File: src/rtl/voice_allocator.sv
// Voice allocator: turns note-on/off events into per-voice gate/note/velocity for ADSR-driven voices.
// Optional feature: define VOICE_STEAL_EN to steal the oldest held voice instead of dropping the note-on.
module voice_allocator #(
  parameter int VOICES    = 4,
  parameter int NOTE_BITS = 7,
  parameter int VEL_BITS  = 7,
  parameter int AGE_BITS  = 8
) (
  input  logic                          clock,
  input  logic                          reset,
  input  logic                          ev_valid,
  output logic                          ev_ready,
  input  logic                          ev_on,
  input  logic [NOTE_BITS-1:0]          ev_note,
  input  logic [VEL_BITS-1:0]           ev_velocity,
  input  logic [VOICES-1:0]             active,
  output logic [VOICES-1:0]             gate,
  output logic [VOICES*NOTE_BITS-1:0]   note,
  output logic [VOICES*VEL_BITS-1:0]    velocity,
  output logic                          dropped
);

  localparam int IDX_W = (VOICES > 1) ? $clog2(VOICES) : 1;

  typedef enum logic [1:0] {IDLE, DECIDE, RETRIG} state_t;

  state_t               state, state_next;
  logic                 ev_on_q;
  logic [NOTE_BITS-1:0] ev_note_q;
  logic [VEL_BITS-1:0]  ev_vel_q;
  logic [AGE_BITS-1:0]  age [VOICES];
  logic [IDX_W-1:0]     retrig_idx;

  logic                 hit_found, free_found, rel_found;
  logic [IDX_W-1:0]     hit_idx, free_idx, rel_idx;
  logic [AGE_BITS-1:0]  rel_age;
  logic [VOICES-1:0]    off_mask;
  logic                 alloc_drop, alloc_retrig;
  logic [IDX_W-1:0]     alloc_idx;
`ifdef VOICE_STEAL_EN
  logic                 held_found;
  logic [IDX_W-1:0]     held_idx;
  logic [AGE_BITS-1:0]  held_age;
`endif

  assign ev_ready = (state == IDLE) && !reset;

  // Candidate search over all voices; strict '>' keeps the lowest index on age ties.
  always_comb begin
    hit_found  = 1'b0;
    hit_idx    = '0;
    free_found = 1'b0;
    free_idx   = '0;
    rel_found  = 1'b0;
    rel_idx    = '0;
    rel_age    = '0;
    off_mask   = '0;
`ifdef VOICE_STEAL_EN
    held_found = 1'b0;
    held_idx   = '0;
    held_age   = '0;
`endif
    for (int unsigned i = 0; i < VOICES; i++) begin
      if (gate[i] && (note[i*NOTE_BITS +: NOTE_BITS] == ev_note_q)) begin
        off_mask[i] = 1'b1;
        if (!hit_found) begin
          hit_found = 1'b1;
          hit_idx   = IDX_W'(i);
        end
      end
      if (!gate[i] && !active[i] && !free_found) begin
        free_found = 1'b1;
        free_idx   = IDX_W'(i);
      end
      if (!gate[i] && active[i] && (!rel_found || (age[i] > rel_age))) begin
        rel_found = 1'b1;
        rel_idx   = IDX_W'(i);
        rel_age   = age[i];
      end
`ifdef VOICE_STEAL_EN
      if (gate[i] && (!held_found || (age[i] > held_age))) begin
        held_found = 1'b1;
        held_idx   = IDX_W'(i);
        held_age   = age[i];
      end
`endif
    end
  end

  always_comb begin
    alloc_drop   = 1'b0;
    alloc_retrig = 1'b0;
    alloc_idx    = '0;
    if (hit_found) begin
      alloc_idx    = hit_idx;
      alloc_retrig = 1'b1;
    end else if (free_found) begin
      alloc_idx = free_idx;
    end else if (rel_found) begin
      alloc_idx = rel_idx;
    end else begin
`ifdef VOICE_STEAL_EN
      alloc_idx    = held_idx;
      alloc_retrig = 1'b1;
`else
      alloc_drop   = 1'b1;
`endif
    end
  end

  always_comb begin
    state_next = state;
    case (state)
      IDLE:    if (ev_valid) state_next = DECIDE;
      DECIDE:  state_next = (ev_on_q && alloc_retrig) ? RETRIG : IDLE;
      RETRIG:  state_next = IDLE;
      default: state_next = IDLE;
    endcase
  end

  always_ff @(posedge clock or posedge reset) begin
    if (reset) begin
      state      <= IDLE;
      ev_on_q    <= 1'b0;
      ev_note_q  <= '0;
      ev_vel_q   <= '0;
      retrig_idx <= '0;
      gate       <= '0;
      note       <= '0;
      velocity   <= '0;
      dropped    <= 1'b0;
      for (int unsigned i = 0; i < VOICES; i++) age[i] <= '0;
    end else begin
      state   <= state_next;
      dropped <= 1'b0;
      case (state)
        IDLE: begin
          if (ev_valid) begin
            ev_on_q   <= ev_on;
            ev_note_q <= ev_note;
            ev_vel_q  <= ev_velocity;
          end
        end
        DECIDE: begin
          if (!ev_on_q) begin
            gate <= gate & ~off_mask;
          end else if (alloc_drop) begin
            dropped <= 1'b1;
          end else begin
            for (int unsigned i = 0; i < VOICES; i++)
              if (age[i] != '1) age[i] <= age[i] + 1'b1;
            age[alloc_idx]                           <= '0;
            note[alloc_idx*NOTE_BITS +: NOTE_BITS]   <= ev_note_q;
            velocity[alloc_idx*VEL_BITS +: VEL_BITS] <= ev_vel_q;
            gate[alloc_idx]                          <= !alloc_retrig;
            retrig_idx                               <= alloc_idx;
          end
        end
        RETRIG: gate[retrig_idx] <= 1'b1;
        default: ;
      endcase
    end
  end

endmodule
File: config.mk
export PLATFORM = sky130hd
export DESIGN_NAME = voice_allocator
export DESIGN_NICKNAME = d
export VERILOG_FILES = /design/src/rtl/voice_allocator.sv
export SDC_FILE = /design/constraint.sdc
export NUM_CORES = 1
export LEC_CHECK = 0
export CELL_PAD_IN_SITES_DETAIL_PLACEMENT = 1
export CELL_PAD_IN_SITES_GLOBAL_PLACEMENT = 1
export CORE_MARGIN = 8
export CORE_UTILIZATION = 50
export DETAILED_ROUTE_END_ITERATION = 10
export DONT_BUFFER_PORTS = 1
export PLACE_DENSITY_LB_ADDON = 0.25
export SYNTH_ARGS = -nofsm -noshare
export SYNTH_HDL_FRONTEND = slang
export SYNTH_SLANG_ARGS = --single-unit
File: constraint.sdc
create_clock -name clock -period 11.4 [get_ports clock]
set_clock_uncertainty 0.05 [all_clocks]
set_input_delay 2.28 -clock clock [delete_from_list [all_inputs] [get_ports clock]]
set_output_delay 2.28 -clock clock [all_outputs]
set_load 0.02 [all_outputs]
==> flow_summary.ini, run 1 <==
[status]
status = finished, final reports clean

[place]
dp_hpwl_mm = 13.6
io_buffers = 0
placed_area_um2 = 6530
globalplace.congestion = 0.926

[global_route]
grt_overflow_total = 0
groute.usage.overall = 0.230
grt_max_degree = 72
antenna_found_initial = 0
grt_pass1_vias = 5606
grt_pass1_wl_mm = 30.1

[power_and_ir_drop]
p_leak_nw = 3.01
ir_drop_mv = 0.109
power_density_nw_per_um2 = 212

[detailed_routing]
vias = 5304
drt-wirelength-per-cell_um = 22.3
drtPass1Iterations = 4
drt_iter0_drc = 333
drc = 0
viasPerCell = 6.37
drtAntennaViolNets = 0
drt-total-wl_mm = 18.6

[flow_run]
max-cap-violations = 0

[hold_path]
holdPathStages = 2
hold_end = retrig_idx[0]
hp-start = retrig_idx[0]
hold_class = reg -> reg

[clocking]
cts_buffer_depth = 2
clk_pin_slew_ns = 0.08
cts_tree = done
holdBufCountCts = 0
cts_setup_buffers = 0
insertion_delay_ns = 0.36
cts_made_buffers = 9
h-tree-depth = 3
cts.sinks = 112
clk_root_buffer_cell = clkbuf_16
cts_resized = 0

[timing]
slew_violations = 0
fmax_mhz = 99.7
timing.final.crit_share = 0.880
fin_setup_tns_ns = 0
worst_pin_slew_ns = 1.32
min_period_ns = 10.03
relSlewSlack = 0.117
hold_viol_final = 0
rsz0062_at_grt = no
setup_viol_count_final = 0

[floorplanning]
start_util = 0.514
row_count = 41
pin_count = 84
design.core.area_um2 = 12700
die_area_um2 = 16900
die_x_um = 130
fp.dieH_um = 130

[yosys]
synth-edff-count = 0
synth_top_area_cell = dfrtp_1
syn-num-nets = 736
synth_most_common_cell = dfrtp_1
synth.distinct_cells = 59
synthTopCellsByArea = dfrtp_1 (43%), ha_1 (6.2%), nand2_1 (5.8%)
syn_inst = 682
synthFlopType = dfrtp_1
async_flop_share = 1.00
yosys-top-cells-count = dfrtp_1 (112), nand2_1 (100), o21ai_0 (48), inv_1 (34)
synth_top_area_frac = 0.431
yosys_warnings = 0
syn_avg_cell_area_um2 = 9.55
ys_ff_latch = 112
yosysSeqAreaShare = 0.431
syn-cell-area_um2 = 6510

[setup_path]
worstSetupEndpointType = register
critical_path.slowest_cell = o2111ai_2
regToRegSetupSlack_ns = 2.60
path_class = in -> reg
start_kind = input port
cpMostUsedCell = ha_1
r2r-start = gate[0]
rr_endpoint = note[12]
cp_max_fo = 28
rr_worst_depth = 26
cp.arrival_ns = 10.21
critical_path_required_ns = 11.57
crit_path_max_incr_delay_ns = 0.77

[finish]
seq_area_um2 = 2800
drive_gt1_frac = 0.0787
multi_input_area_um2 = 3360
final_area_um2 = 6840
nFillCells = 1468
area_growth_pct = 5.09
antenna_cells = 0
fin_nets = 710
[power by group]
group	leakage [nW]	internal (W)	switching [W]	total [W]
sequential	1.43	0.000467	0.000153	0.000620
combinational	1.43	0.000173	0.000328	0.000501
clock	0.151	0.000162	0.000166	0.000328
[how the worst max path moves through the flow]
| stage | from | end | slack (ns) | cells after the start |
|---|---|---|---|---|
| after floorplan | active[0] | note[14] | 3.03 | 32 |
| after global placement | active[0] | velocity[11] | 1.64 | 26 |
| after detailed placement | active[0] | note[9] | 1.13 | 26 |
| after CTS | active[0] | note[12] | 1.49 | 26 |
| after global routing | active[0] | velocity[4] | 0.89 | 26 |
| final | active[0] | note[12] | 1.37 | 26 |
[critical path: cells and delay by family]
| kind | cells | cell delay [ns] |
|---|---|---|
| AOI/OAI and AO/OA | 14 | 4.12 |
| adders and majority gates | 4 | 1.31 |
| buffers and inverters | 1 | 0.41 |
| muxes | 2 | 0.82 |
| and+or+nand+nor | 5 | 1.27 |
[placed cells by master (no fill, tap or decap), types with 3 or more instances in the layout]
cell type | synthesis | layout
dfrtp_1 | 112 | 112
nand2_1 | 100 | 100
o21ai_0 | 48 | 48
inv_1 | 34 | 33
o31ai_1 | 32 | 32
ha_1 | 32 | 32
nor2_1 | 31 | 31
a21oi_1 | 27 | 27
xor2_1 | 24 | 24
mux2_2 | 17 | 17
nand4_1 | 15 | 15
a32o_1 | 15 | 15
o41ai_1 | 12 | 12
nand3_1 | 12 | 12
nand2b_1 | 11 | 11
nor2b_1 | 10 | 10
and3_1 | 10 | 10
clkbuf_16 | 0 | 9
nor4_1 | 8 | 8
a31oi_1 | 7 | 7
nor3_1 | 7 | 7
o21a_1 | 5 | 5
and4_1 | 4 | 4
xnor2_1 | 4 | 4
and2_1 | 4 | 4
a311o_1 | 4 | 4
o211ai_1 | 3 | 3
a211oi_1 | 3 | 3
a21o_1 | 3 | 3
o22a_1 | 3 | 3
o22ai_1 | 3 | 3
o2111ai_2 | 3 | 3
o41ai_2 | 3 | 3
a221o_1 | 3 | 3
a211o_1 | 3 | 3
o2bb2ai_1 | 3 | 3
buf_4 | 3 | 3
[layer usage]
layer  GRT usage  part of all wire  vias to the layer above  routed length (um)
met5           0                 0                        -                   0
met4      0.0943             0.029                        0                 539
met3      0.0800             0.071                       44                1330
met2       0.393              0.50                      134                9320
met1       0.258              0.40                     2686                7420
li1            -                 -                     2440                   -
[through the flow]
stage	setup slack [ns]	hold WS (ns)	util	cells	total power (W)
floorplan	3.03	0.419	-	682	0.000979
global placement	1.64	0.448	0.516	817	0.00109
detailed placement	1.13	0.465	0.516	817	0.00112
CTS	1.49	0.505	0.540	833	0.00146
global route	0.891	0.538	0.540	833	0.00154
finish	1.37	0.495	0.540	833	0.00145
[layout make-up]
class / instances / share of cell area
Inverter: 35 / 0.0196
Clock buffer: 10 / 0.0349
Sequential cell: 112 / 0.410
Multi-Input combinational cell: 495 / 0.491
Timing Repair Buffer: 3 / 0.00329
Tap cell: 172 / 0.0315
Clock inverter: 6 / 0.0102
[sequential cells by signal (all words and copies together) (netlist names)]
register	flops
retrig_idx	2
age	32
ev_vel_q	7
ev_on_q	1
note	28
state	2
ev_note_q	7
dropped	1
gate	4
velocity	28
[logic make-up after synthesis]
| kind of cell | Yosys count | synth area share |
|---|---|---|
| compound gates | 195 | 0.219 |
| xor+xnor | 28 | 0.0377 |
| fa+ha+maj | 32 | 0.0615 |
| buf+inv | 75 | 0.0544 |
| flops | 112 | 0.431 |
| mux | 17 | 0.0294 |
| simple gates | 223 | 0.168 |
No activity file was read; power rests on OpenSTA's default activity.
==> run 2, diff against run 1 <==
CTS_CLUSTER_SIZE = 8   (was default)
==> results of run 2 <==
No change in the layout: final DEF, timing and power equal those of run 1.
==> run 3, diff against run 2 <==
TNS_END_PERCENT = 5   (was default)
==> results of run 3 <==
No change in the layout: final DEF, timing and power equal those of run 1.
